--- config.mk ---
export PLATFORM = sky130hd
export DESIGN_NAME = queue_reader
export DESIGN_NICKNAME = d
export VERILOG_FILES = /design/src/rtl/queue_reader_pkg.sv /design/src/rtl/queue_reader_skid_buf2.sv /design/src/rtl/queue_reader.sv
export SDC_FILE = /design/constraint.sdc
export NUM_CORES = 1
export LEC_CHECK = 0
export CORE_AREA = 4 4 71 100
export CTS_BUF_LIST = sky130_fd_sc_hd__clkbuf_2
export DETAILED_ROUTE_END_ITERATION = 7
export DIE_AREA = 0 0 75 104
export HOLD_SLACK_MARGIN = 0.02
export PLACE_DENSITY = 0.85
export SYNTH_ARGS = -nofsm -noshare
export SYNTH_HDL_FRONTEND = slang
export SYNTH_HIERARCHICAL = 1
export SYNTH_SLANG_ARGS = --single-unit
export TNS_END_PERCENT = 20
--- constraint.sdc ---
create_clock -name clk -period 4.1 [get_ports clk]
set_input_delay 0.615 -clock clk [delete_from_list [all_inputs] [get_ports clk]]
set_output_delay 0.615 -clock clk [all_outputs]
set_load 0.01 [all_outputs]
--- src/rtl/queue_reader_pkg.sv ---
// Shared constants and types for the queue reader slice.
// Holds the default word width and the output buffer depth.
package queue_reader_pkg;

  localparam int DEFAULT_DATA_WIDTH = 32;
  localparam int BUF_DEPTH = 2;

  typedef logic [1:0] occ_t;

endpackage

--- src/rtl/queue_reader_skid_buf2.sv ---
// Two-entry in-order output buffer for the queue reader.
// Head is always the oldest word; flush empties it, reset also clears data.
module skid_buf2
  import queue_reader_pkg::*;
#(
  parameter int DW = DEFAULT_DATA_WIDTH
) (
  input  logic          clk,
  input  logic          reset,
  input  logic          wr,
  input  logic [DW-1:0] wr_data,
  input  logic          pop,
  input  logic          flush,
  output occ_t          occ,
  output logic [DW-1:0] head
);

  logic [DW-1:0] tail;

  always_ff @(posedge clk) begin
    if (reset) begin
      occ  <= '0;
      head <= '0;
      tail <= '0;
    end else if (flush) begin
      occ <= '0;
    end else begin
      unique case (1'b1)
        wr && !pop: begin
          if (occ == 2'd0) head <= wr_data;
          else tail <= wr_data;
          occ <= occ + 2'd1;
        end
        !wr && pop: begin
          head <= tail;
          occ  <= occ - 2'd1;
        end
        // Pop and write together: occupancy holds, order kept.
        wr && pop: begin
          if (occ == 2'd1) begin
            head <= wr_data;
          end else begin
            head <= tail;
            tail <= wr_data;
          end
        end
        default: ;
      endcase
    end
  end

endmodule

--- src/rtl/queue_reader.sv ---
// Turns a 1-cycle-latency queue read port into a valid/ready stream.
// Define QUEUE_READER_STATS_EN to add the drained-word counter.
module queue_reader
  import queue_reader_pkg::*;
#(
  parameter int DATA_WIDTH = DEFAULT_DATA_WIDTH
`ifdef QUEUE_READER_STATS_EN
  ,
  parameter int CNT_WIDTH = 16
`endif
) (
  input  logic                  clk,
  input  logic                  reset,
  input  logic                  q_empty,
  input  logic [DATA_WIDTH-1:0] q_data,
  output logic                  q_deq,
  input  logic                  flush,
  output logic                  m_valid,
  input  logic                  m_ready,
  output logic [DATA_WIDTH-1:0] m_data
`ifdef QUEUE_READER_STATS_EN
  ,
  output logic [CNT_WIDTH-1:0]  drained
`endif
);

  logic       inflight;
  occ_t       occ;
  logic       pop;
  logic       pop_eff;
  logic [2:0] load;

  assign pop     = m_valid && m_ready;
  assign pop_eff = pop && !flush;
  assign m_valid = (occ != 2'd0);

  // Slots committed after this cycle; issue only if one stays free.
  assign load  = {1'b0, occ} + {2'b0, inflight} - {2'b0, pop};
  assign q_deq = !reset && !q_empty && !flush
               && (load < 3'(BUF_DEPTH));

  always_ff @(posedge clk) begin
    if (reset) inflight <= 1'b0;
    else inflight <= q_deq;
  end

  skid_buf2 #(
    .DW(DATA_WIDTH)
  ) u_buf (
    .clk    (clk),
    .reset  (reset),
    .wr     (inflight),
    .wr_data(q_data),
    .pop    (pop_eff),
    .flush  (flush),
    .occ    (occ),
    .head   (m_data)
  );

`ifdef QUEUE_READER_STATS_EN
  always_ff @(posedge clk) begin
    if (reset) drained <= '0;
    else if (pop_eff) drained <= drained + 1'b1;
  end
`endif

endmodule

**Word level (Yosys, flattened, before mapping)**

Cells that the tools add are included.

- Reductions and logical operators: 21
- $add $sub $neg: 4
- Mux-type cells: 7
- Eq/ne operators: 4
- Order comparisons: 1
- Bitwise logic cells: 1

Operators by type and width:

| kind | number |
|---|---|
| $mux 32 | 4 |
| $pmux 32 s3 | 1 |
| $pmux 32 s2 | 1 |
| $logic_and 1x1->1 | 8 |
| $ne 2x2->1 const B | 3 |
| $reduce_bool 2->1 | 3 |
| $logic_not 1->1 | 5 |
| $pmux 2 s2 | 1 |
| $reduce_and 4->1 | 1 |
| $add 2x1->3 | 1 |
| $lt 3x2->1 const B | 1 |
| $reduce_and 3->1 | 1 |
| $reduce_bool 3->1 | 1 |
| $sub 3x1->3 | 1 |
| $add 2x1->2 const B | 1 |
| $eq 2x1->1 const B | 1 |
| $logic_not 2->1 | 1 |
| $reduce_or 2->1 | 1 |
| $sub 2x1->2 const B | 1 |
| $not 1->1 | 1 |

- Register bits: 67
- Input bits: 37

**Depth between registers and ports, before layout**

- Depth in word-level cells: 7
- Mapped depth: 10

**Modules after synthesis**

The synthesis kept the hierarchy.

By module, submodules not included:

| module | sequential area each (um^2) | area each (um^2) | times used | cells an instance |
|---|---|---|---|---|
| skid_buf2 | 1321.3 | 3331.9 | 1 | 365 |
| queue_reader | 20.0 | 120.1 | 1 | 12 |

**Least setup slack after synthesis**

OpenSTA, ideal clock, no wires.

- Kind: input-to-output
- Start point: in m_ready
- End point: out q_deq
- Path buffers: 0
- Arrival: 2.095 ns
- Data required time: 3.485 ns
- Stages on the path: 6
- Slack: 1.390 ns
- Cells stage by stage: o21a_1 ha_1 nand2b_1 fa_1 nand2b_4 nor4_1

- Word-level cells in the longest chain between the ends: 4

Ends and longest elaborated chain:

| what | line | text |
|---|---|---|
| from (decl) | queue_reader.sv:19 | `input logic m_ready,` |
| $logic_and 1x1->1 | queue_reader.sv:33 | `assign pop = m_valid && m_ready;` |
| $sub 3x1->3 | queue_reader.sv:38 | `assign load = {1'b0, occ} + {2'b0, inflight} - {2'b0, pop};` |
| $lt 3x2->1 | queue_reader.sv:40 | `&& (load < 3'(BUF_DEPTH));` |
| $logic_and 1x1->1 | queue_reader.sv:40 |  |
| to (decl) | queue_reader.sv:16 | `output logic q_deq,` |

No other way between the ends.

**Worst setup path after layout**

Ends and elaborated chain as after synthesis.

==> results.yml <==
placement:
  gp_congestion: 0.7597
  io_buffer_count: 70
  dp_cells: 481
  post-dp-hpwl_mm: 5.519
  place_area_sq_um: 4080
clock_network:
  cts_buffer_depth: 2
  postCtsSetupRepairBufs: 0
  cts_tree: "done"
  numCtsBuffers: 9
  cts_resized: 0
  clkTransAtPathRegs_ns: 0.20
  clock_latency_ns: 0.50
  htree_levels: 3
  cts.sinks: 67
  cts_root_buf: "clkbuf_2"
  postCtsHoldBufs: 0
outcome:
  outcome: "finished clean"
logic_synthesis:
  synth.most_common_cell: "dfxtp_1"
  synth_area_sq_um: 3452
  yosys.area.top_type_share_pct: 38.85
  synth-async-reset-ratio_pct: 0
  synth_cell_type_count: 32
  synth.area.top_cells: "dfxtp_1, a311oi_2, a21oi_1"
  synth_top_cell_by_area: "dfxtp_1"
  synth_seq_cells: 67
  synth_cells: 377
  synth_enable_flop_cells: 0
  syn_nets: 423
  syn_avg_cell_area_sq_um: 9.157
  yosys_warnings: 6
  ys.flop_type: "dfxtp_1"
  synth_commonest_cells: "dfxtp_1, a21oi_1"
  yosysSeqAreaShare_pct: 38.85
floorplanning:
  die_x_microns: 75
  ioPinCount: 71
  dieArea_sq_um: 7800
  rows: 34
  start_util_pct: 55.96
  die_h_microns: 104
  core-area_sq_um: 6168
power_and_ir_drop:
  seqPwrFrac_pct: 48.7
  irDropWorstVdd_mv: 0.1660
  switchingPower_uw: 375.6
  p_int_mw: 1.041
  leakagePower_nw: 1.380
  share_comb_of_total_power_pct: 15.5
  switching_share_pct: 26.52
  p_per_area_nw_per_um2: 333.9
  p_clk_share_pct: 35.7
timing:
  setup_viol: 0
  rsz0062_at_grt: "no"
  fin_tns_setup_ns: 0
  slew_violations: 0
  max-slew-margin-rel_pct: 8.271
  hold_viol: 0
  worstMarginPinSlew_ns: 1.376
  fin_crit_ns: 3.625
  clock_skew_ns: 0.02045
  fin_crit_sh_pct: 88.42
  fmax_ghz: 0.2759
setup_path:
  cp-end-kind: "output port"
  cp_max_fo: 2
  arrival_ns: 3.01
  critPathRequiredTime_ns: 3.48
  cp-start-kind: "input port"
  crit_type: "in2out"
routing:
  vias_per_cell: 6.513
  dr.pass1.iters: 5
  route.vias.total: 3237
  avgRoutedWirePerCell_microns: 19.13
  wl_mm: 9.509
  drt-initial-drc-count: 394
  ant_nets: 0
  drc: 0
finish:
  num-nets-final: 466
  final_cell_area_sq_um: 4242
  final_cells: 497
  fin_util_pct: 68.76
  area_growth_pct: 22.87
  drive_gt1_share_pct: 15.53
  diodes: 0
global_routing:
  antenna_found_initial: 0
  overflow: 0
  track_usage_pct: 24.46
  grt_pass1_wl_mm: 15.33
  first_global_vias: 3396
  grt_max_degree: 68
run:
  cap_violations: 0
worst_hold_path:
  hold_path.class: "reg2reg"
==> cells in the final DEF, fill, tap and decap left out, types with 2 or more instances in the layout <==
master           Yosys  layout
nand2b_1             2       2
nand2_1             32      32
inv_1                5       5
xnor2_1              2       2
a21oi_1             65      64
o31ai_1             32      32
bufinv_16            0       3
dfxtp_1             67      67
nor2b_2              0       2
o21ai_0             32      32
o211ai_1            32      32
a311oi_2            30      30
nor4_1               2       2
a311oi_1             2       2
buf_4                0      10
clkinv_4             0       2
clkdlybuf4s50_1      0      69
ha_1                 8       8
nor2_2               1       2
clkbuf_2             0       9
==> worst max-delay path: stages <==
cell and delay (ns):
clkdlybuf4s50_1 0.46, o21a_1 0.14, ha_1 0.22, nand2b_1 0.15
fa_1 0.53, nand2b_4 0.06, nor4_1 0.24, clkdlybuf4s50_1 0.59
==> cell families after synthesis <==
family,Yosys count,share of synthesized area [%]
buffers and inverters,53,7.611
AND/OR/NAND/NOR,48,6.633
flip-flops,67,38.85
XOR/XNOR,3,0.7613
AO/OA/AOI/OAI,197,42.66
adder cells (fa/ha/maj),9,3.480
==> path summary, 6_finish.rpt <==
| check | from | to | slack [ns] | cells past startpoint |
|---|---|---|---|---|
| max | m_ready | q_deq | 0.47 | 8 |
| min reg2reg | u_buf/tail[8]$_SDFFE_PP0P_ | u_buf/tail[8]$_SDFFE_PP0P_ | 0.48 | 2 |
| min | u_buf/tail[8]$_SDFFE_PP0P_ | u_buf/tail[8]$_SDFFE_PP0P_ | 0.48 | 2 |
| max reg2reg | u_buf/occ[1]$_SDFFE_PP0P_ | u_buf/tail[7]$_SDFFE_PP0P_ | 1.43 | 6 |
==> per-layer routing <==
metal	global-route usage (%)	share of wire (%)	vias to the layer above
li1	-	-	1521
met1	27.63	39	1572
met2	42.08	54	127
met3	3.095	5.3	17
met4	14.12	2.2	0
met5	0	0	-
==> registers in the layout, summed over array words and instances, names as in the netlist <==
name and cells:
inflight 1, u_buf/head 32, u_buf/occ 2, u_buf/tail 32
==> through the flow <==
step / hold WS, ns / setup WS [ns] / power (mW)
floorplan: 0.4448 / 1.390 / 0.8247
CTS: 0.4785 / 0.4358 / 1.419
global placement: 0.4509 / 0.5193 / 0.9160
finish: 0.4811 / 0.4749 / 1.416
detailed placement: 0.4574 / 0.4309 / 0.9215
global route: 0.5032 / 0.3105 / 1.464
==> power groups by stage <==
| stage | registers, mW | clock network (mW) | logic (mW) |
|---|---|---|---|
| 3_3_place_gp | 0.703 | 0 | 0.213 |
| 4_1_cts | 0.690 | 0.510 | 0.219 |
| 3_5_place_dp | 0.703 | 0 | 0.218 |
| 2_1_floorplan | 0.708 | 0 | 0.116 |
| 6_report | 0.690 | 0.506 | 0.220 |
| 5_1_grt | 0.693 | 0.535 | 0.236 |
==> layout make-up <==
type / instances / area [sq um]
tap: 72 / 90.09
clock buffer: 9 / 45.04
inverter: 5 / 18.77
fill: 489 / 1927
timing repair buffer: 80 / 770.7
sequential: 67 / 1341
clock inverter: 7 / 116.4
multi-input combinational: 257 / 1859
Power figures use the tool's default switching activity.
